[src/rtl/instruction_fetch.sv]
// -----------------------------------------------------------------------------
// instruction_fetch
//   Fetch stage of a single-cycle datapath. It owns the program counter and an
//   internal instruction memory, which is written through a load port after
//   reset. It also computes the next PC, including PC-relative branches.
//   Opcode 2'b10 is HALT and freezes fetch until Reset.
//
// Ports
//   Clk          : clock; all state changes on the rising edge
//   Reset        : synchronous, active-high; returns to LOAD (memory kept)
//   Load_En      : memory write strobe, honoured only in LOAD
//   Load_Addr    : memory write address
//   Load_Data    : memory write data
//   Load_Done    : one-cycle pulse, LOAD -> RUN
//   Branch       : current instruction is a branch (from control unit)
//   Branch_Cond  : branch condition (from ALU/compare)
//   PC           : registered program counter
//   Instruction  : mem[PC] in RUN, 8'h80 (a harmless HALT word) otherwise
//   OpCode       : Instruction[7:6]
//   Instr_Valid  : high in RUN
//   Halted       : high in HALT
//   Instr_Count  : retired-instruction count, saturating at 16'hFFFF
// -----------------------------------------------------------------------------
module instruction_fetch #(
  parameter int PC_WIDTH = 8
) (
  input  logic                Clk,
  input  logic                Reset,
  input  logic                Load_En,
  input  logic [PC_WIDTH-1:0] Load_Addr,
  input  logic [7:0]          Load_Data,
  input  logic                Load_Done,
  input  logic                Branch,
  input  logic                Branch_Cond,
  output logic [PC_WIDTH-1:0] PC,
  output logic [7:0]          Instruction,
  output logic [1:0]          OpCode,
  output logic                Instr_Valid,
  output logic                Halted,
  output logic [15:0]         Instr_Count
);

  localparam int         Depth     = 1 << PC_WIDTH;
  localparam logic [7:0] IdleInstr = 8'h80;
  localparam logic [1:0] OpHalt    = 2'b10;

  typedef enum logic [1:0] {
    S_LOAD,
    S_RUN,
    S_HALT
  } state_t;

  state_t              state_q, state_d;
  logic [PC_WIDTH-1:0] pc_q, pc_d;
  logic [15:0]         count_q, count_d;
  logic [7:0]          mem [Depth];
  logic [7:0]          fetched;
  logic signed [5:0]   offset;
  logic                mem_we;

  // Asynchronous read. A word written in cycle N is visible in cycle N+1.
  assign fetched = mem[pc_q];
  assign offset  = fetched[5:0];

  // Reset outranks the load port, even inside LOAD.
  assign mem_we = (state_q == S_LOAD) && Load_En && !Reset;

  // NOTE: the program memory has no reset. Clearing it would need one write
  // per word, and a reset followed by Load_Done must re-run the resident
  // program.
  always_ff @(posedge Clk) begin
    if (mem_we) mem[Load_Addr] <= Load_Data;
  end

  // NOTE: state registers use non-blocking assignments so that every register
  // samples the pre-edge values. Reset is synchronous and has top priority.
  always_ff @(posedge Clk) begin
    if (Reset) begin
      state_q <= S_LOAD;
      pc_q    <= '0;
      count_q <= '0;
    end else begin
      state_q <= state_d;
      pc_q    <= pc_d;
      count_q <= count_d;
    end
  end

  // NOTE: every output of this block is given a default before the case.
  // Paths that do not assign it then keep its value instead of inferring a
  // latch.
  always_comb begin
    state_d = state_q;
    pc_d    = pc_q;
    count_d = count_q;
    case (state_q)
      S_LOAD: begin
        pc_d = '0;
        if (Load_Done) state_d = S_RUN;
      end
      S_RUN: begin
        // The halt instruction retires too, so the count advances for it.
        if (count_q != 16'hFFFF) count_d = count_q + 16'd1;
        if (fetched[7:6] == OpHalt) begin
          // PC stays on the halt word, and Branch is ignored.
          state_d = S_HALT;
        end else if (Branch && Branch_Cond) begin
          // The signed cast sign-extends the 6-bit offset. The sum wraps
          // modulo 2^PC_WIDTH, and an offset of -1 gives a self-loop.
          pc_d = pc_q + PC_WIDTH'(1) + PC_WIDTH'(offset);
        end else begin
          pc_d = pc_q + PC_WIDTH'(1);
        end
      end
      S_HALT:  state_d = S_HALT;
      default: state_d = S_LOAD;
    endcase
  end

  assign PC          = pc_q;
  assign Instruction = (state_q == S_RUN) ? fetched : IdleInstr;
  assign OpCode      = Instruction[7:6];
  assign Instr_Valid = (state_q == S_RUN);
  assign Halted      = (state_q == S_HALT);
  assign Instr_Count = count_q;

endmodule

[config.mk]
export PLATFORM = sky130hd
export DESIGN_NAME = instruction_fetch
export DESIGN_NICKNAME = d
export VERILOG_FILES = /design/src/rtl/instruction_fetch.sv
export SDC_FILE = /design/constraint.sdc
export NUM_CORES = 2
export LEC_CHECK = 0
export BUFFER_PORTS_ARGS = -buffer_cell sky130_fd_sc_hd__buf_4
export CORE_MARGIN = 8
export CORE_UTILIZATION = 23
export DETAILED_ROUTE_END_ITERATION = 7
export GPL_ROUTABILITY_DRIVEN = 0
export SYNTH_ARGS = -nofsm -noshare
export SYNTH_HDL_FRONTEND = slang
export SYNTH_SLANG_ARGS = --single-unit
[constraint.sdc]
create_clock -name Clk -period 7.65 [get_ports Clk]
set_input_delay 1.1475 -clock Clk [delete_from_list [all_inputs] [get_ports Clk]]
set_output_delay 1.1475 -clock Clk [all_outputs]
set_load 0.02 [all_outputs]
After elaboration in Yosys (flattened, before gate mapping):

Memories as Yosys holds them, arrays and structs flattened. A register that Yosys moved wholly into a read port is not among the register bits.
Index checks and enable logic that the tools add are counted.

* equality and inequality tests: 7
* reduce and logical (&&, ||, !) cells: 9
* muxes and demuxes: 11
* add/subtract/negate cells: 3

Operator list (count)
* two-way mux 8 bit: 5
* adder 16 x 1 -> 16 bit (second input constant): 1
* inequality test 16 bit (second input constant): 1
* case mux 8 bit (2 select lines): 1
* adder 8 x 1 -> 8 bit (second input constant): 1
* adder 8 bit: 1
* case mux 2 bit (3 select lines): 1
* AND reduction 2 bit: 3
* equality test 2 bit (second input constant): 2
* two-way mux 2 bit: 2
* inequality test 2 bit (second input constant): 2
* logical AND 1 bit: 3
* equality test 2 x 1 -> 1 bit (second input constant): 1
* zero test 2 bit: 1
* two-way mux 1 bit: 2
* inequality test 2 x 1 -> 1 bit (second input constant): 1
* nonzero test 2 bit: 1
* zero test 1 bit: 1

* output and inout port bits: 36
* input port bits: 22
* memories kept: 1
* RAM bits: 2048
* flip-flop bits (word level): 26
* logic and storage cells: 34

Memories
* mem: depth 256, bits a word 8, rd ports 1, clocked after memory_dff 1, wr ports 1, RTL line 56 `logic [7:0] mem [Depth];`

Depth between registers and ports, before layout:

* word-level depth: 7
* mapped depth: 23
* mapped depth without buffers: 16

Worst setup path before layout:

No wires, ideal clock.

* path kind: register to register
* from: register with a tool-made name
* to: register pc_q[7], in the netlist PC[7]
* slack: 2.164 ns
* stages on the path, launching flop included: 21
* data required time: 7.589 ns
* period minus slack after synthesis: 5.486 ns
* arrival time: 5.425 ns
* cells stage by stage: dfxtp_1 > buf_4 > buf_4 > buf_4 > buf_4 > clkbuf_1 > clkbuf_1 > mux4_2 > mux4_2 > mux4_2 > mux4_2 > ha_1 > a21o_1 > a21oi_1 > o21bai_1 > a21oi_1 > o21ai_0 > a31o_2 > a211o_1 > a2111oi_1 > a211o_1

RTL lines
* end signal, assigned: RTL line 84 `pc_q <= pc_d;`
* end, declared: RTL line 54 `logic [PC_WIDTH-1:0] pc_q, pc_d;`

==> flow_summary.ini <==
[status]
outcome = complete, no violations

[cells_and_area]
final_cell_mix = edfxtp_1, mux4_2, nor2_1, clkbuf_16, buf_4
layout.nets = 3795
syn_to_final_growth_pct = 15.6
drive_gt1_share_pct = 27.0
final_area_mm2 = 0.0939
final_common_cell = edfxtp_1

[drt]
ant_nets = 0
vias = 38317
wl_per_cell_um = 23.7
drtIter0Drc = 4540
highest_layer = met5
dr.pass1.iters = 5
wl_met2_um = 97400
wl_met3_um = 16300
wirelength_um = 205000
vias_per_cell = 4.42
drc = 0
wl_met1_um = 85400

[power]
leakage_nw = 27.0
switchingPower_mw = 5.50
internal-power_mw = 18.9
cellPowerDensity_mw_per_mm2 = 259
p_sw_share_pct = 22.6
comb_power_share_pct = 8.1
peakVddDrop_mv = 0.238
pwr-share-seq_pct = 51.7
clkPwrFrac_pct = 40.1

[grt]
grt_pass1_vias = 38909
grt_max_degree = 174
grt_pass1_wl_um = 294000
antenna_found_initial = 17
grt-ovfl-total = 0
grtUsageTotal_pct = 10.7

[clock_tree]
cts_tree = done
cts_buffers = 204
post_cts_resized = 0
clk-insertion-delay-late_ps = 840
htree_levels = 4
cts_setup_buffers = 0
ctsLongestPathBuffers = 3
clk_transition_reported_paths_ps = 60
cts_num_sinks = 2082
cts-root-buf = clkbuf_16
hold_buffers = 0

[setup_path]
end_kind = output port
crit_type = reg2out
critPathMaxFanout = 37
cp-start-kind = register
worst_ep_arrival_time_ps = 5520
required_ps = 6500
r2r_setup_slack_ps = 1340
reg2reg_to = PC[7]
rr_worst_depth = 15

[sta]
period_share_pct = 87.2
slew_violations = 0
fmax_mhz = 150
skew_ps = 39.6
worst_slack_ps = 980
period_needed_ps = 6670
finalHoldViolations = 0
fin_tns_setup_ps = 0
rsz0062_at_grt = no
worst_pin_slew_ps = 1300
max_slew_margin_pct = 13.6
holdWs_ps = 513
setup_viol = 0

[worst_hold_path]
hold_class = reg2reg
hold_depth = 2
hold_start = Instr_Count[11]
min_to = Instr_Count[11]

[synthesis]
synth_ff_type = edfxtp_1
syn-cell-area_mm2 = 0.0813
synth-seq-area-share_pct = 76.5
avgSynthCellArea_um2 = 22.4
synth_edf_count = 2048
syn_inst = 3625
async_flop_share_pct = 0
yosysWarnings = 0
synth_cell_types = 65
ys_ff_latch = 2082
syn-num-nets = 3660

[die]
rows = 218
die_height_um = 611
design.core.area_mm2 = 0.352
die-width_um = 611
io_pins = 58
dieArea_mm2 = 0.373
start_util_pct = 23.1

[placed_design]
dpl_cell_area_mm2 = 0.0874
pre_cts_ws_ps = 1350
place_hpwl_um = 123000
port_buffers = 57

[run]
drv_cap = 0
## power groups by stage
stage | Sequential, mW | Clock (mW) | Combinational, mW
2_1_floorplan | 12.8 | 0 | 1.32
3_5_place_dp | 12.8 | 0 | 2.01
4_1_cts | 12.6 | 9.93 | 2.01
5_1_grt | 12.6 | 10.3 | 2.09
6_report | 12.6 | 9.77 | 1.98
3_3_place_gp | 12.8 | 0 | 1.99
## cells in the mapped netlist, types with 7 or more instances
| cell | instances | area, um^2 |
|---|---|---|
| o21ai_0 | 17 | 85.1 |
| a21oi_1 | 23 | 115 |
| buf_4 | 36 | 270 |
| nor2_1 | 300 | 1130 |
| clkbuf_1 | 97 | 364 |
| inv_1 | 10 | 37.5 |
| buf_2 | 33 | 165 |
| ha_1 | 12 | 150 |
| nor2b_1 | 19 | 119 |
| edfxtp_1 | 2048 | 61500 |
| and2_1 | 11 | 68.8 |
| o211ai_1 | 7 | 52.6 |
| a22oi_1 | 10 | 75.1 |
| mux2i_1 | 47 | 470 |
| nor3_1 | 13 | 65.1 |
| nand4_1 | 8 | 50.1 |
| o22ai_1 | 9 | 56.3 |
| nand2b_1 | 16 | 100 |
| mux4_2 | 622 | 14000 |
| nand3_1 | 39 | 195 |
| mux2_2 | 12 | 135 |
| buf_6 | 16 | 180 |
| dfxtp_1 | 34 | 681 |
| nor4_1 | 9 | 56.3 |
| xor2_1 | 12 | 105 |
| buf_1 | 15 | 56.3 |
| xnor2_1 | 9 | 78.8 |
| nand2_1 | 64 | 240 |
## cells by family (layout without fill, tap and decap cells)
group / Yosys count / in the layout / share of synthesized area [%]
mux: 682 / 682 / 18.0
flops: 2082 / 2082 / 76.5
buf+inv: 216 / 526 / 1.48
xor+xnor: 21 / 21 / 0.226
other cells: 0 / 6 / 0
simple gates: 507 / 507 / 2.73
compound gates: 104 / 104 / 0.857
fa+ha+maj: 13 / 13 / 0.209
## final cells by class
class,count,area (um^2)
Tap cell,4730,5920
Inverter,12,52.6
Timing Repair Buffer,133,1310
Clock inverter,131,1250
Multi-Input combinational cell,1327,17900
Clock buffer,250,5280
Fill cell,34694,258000
Antenna cell,6,15.0
Sequential cell,2082,62200
## worst max path at each step
stage,to,slack (ps),depth (start not counted)
2_1_floorplan,PC[7],2160,20
3_3_place_gp,register,1280,15
3_5_place_dp,register,1350,15
4_1_cts,OpCode[1],1000,11
5_1_grt,OpCode[1],880,11
6_report,Instruction[5],980,9
## routing by layer
metal | vias to the layer above | global-route usage (%)
met5 | - | 0
met4 | 6 | 3.30
met3 | 338 | 2.20
met2 | 1677 | 17.1
met1 | 20761 | 14.5
li1 | 15535 | -
## state kept, by name, summed over array words and instances (netlist names), named ones only
name / flops
mem: 2048
state_q: 2
Instr_Count: 16
PC: 8
## worst max-delay path, stage by stage (launching register included)
cell and delay (ps):
dfxtp_4 990, buf_12 370, buf_4 250, mux4_2 620, o311ai_0 820, nor3_1 110, o211ai_1 490, nand3_1 360
and2_1 340, buf_4 180
## stage by stage
step | std cells | util, % | total power, mW
2_1_floorplan | 3625 | - | 14.1
3_3_place_gp | 8284 | 24.8 | 14.8
3_5_place_dp | 8284 | 24.8 | 14.9
4_1_cts | 8665 | 26.7 | 24.5
5_1_grt | 8666 | 26.7 | 25.0
6_report | 8671 | 26.7 | 24.3
Note: power is estimated with default switching activity, not from simulation.
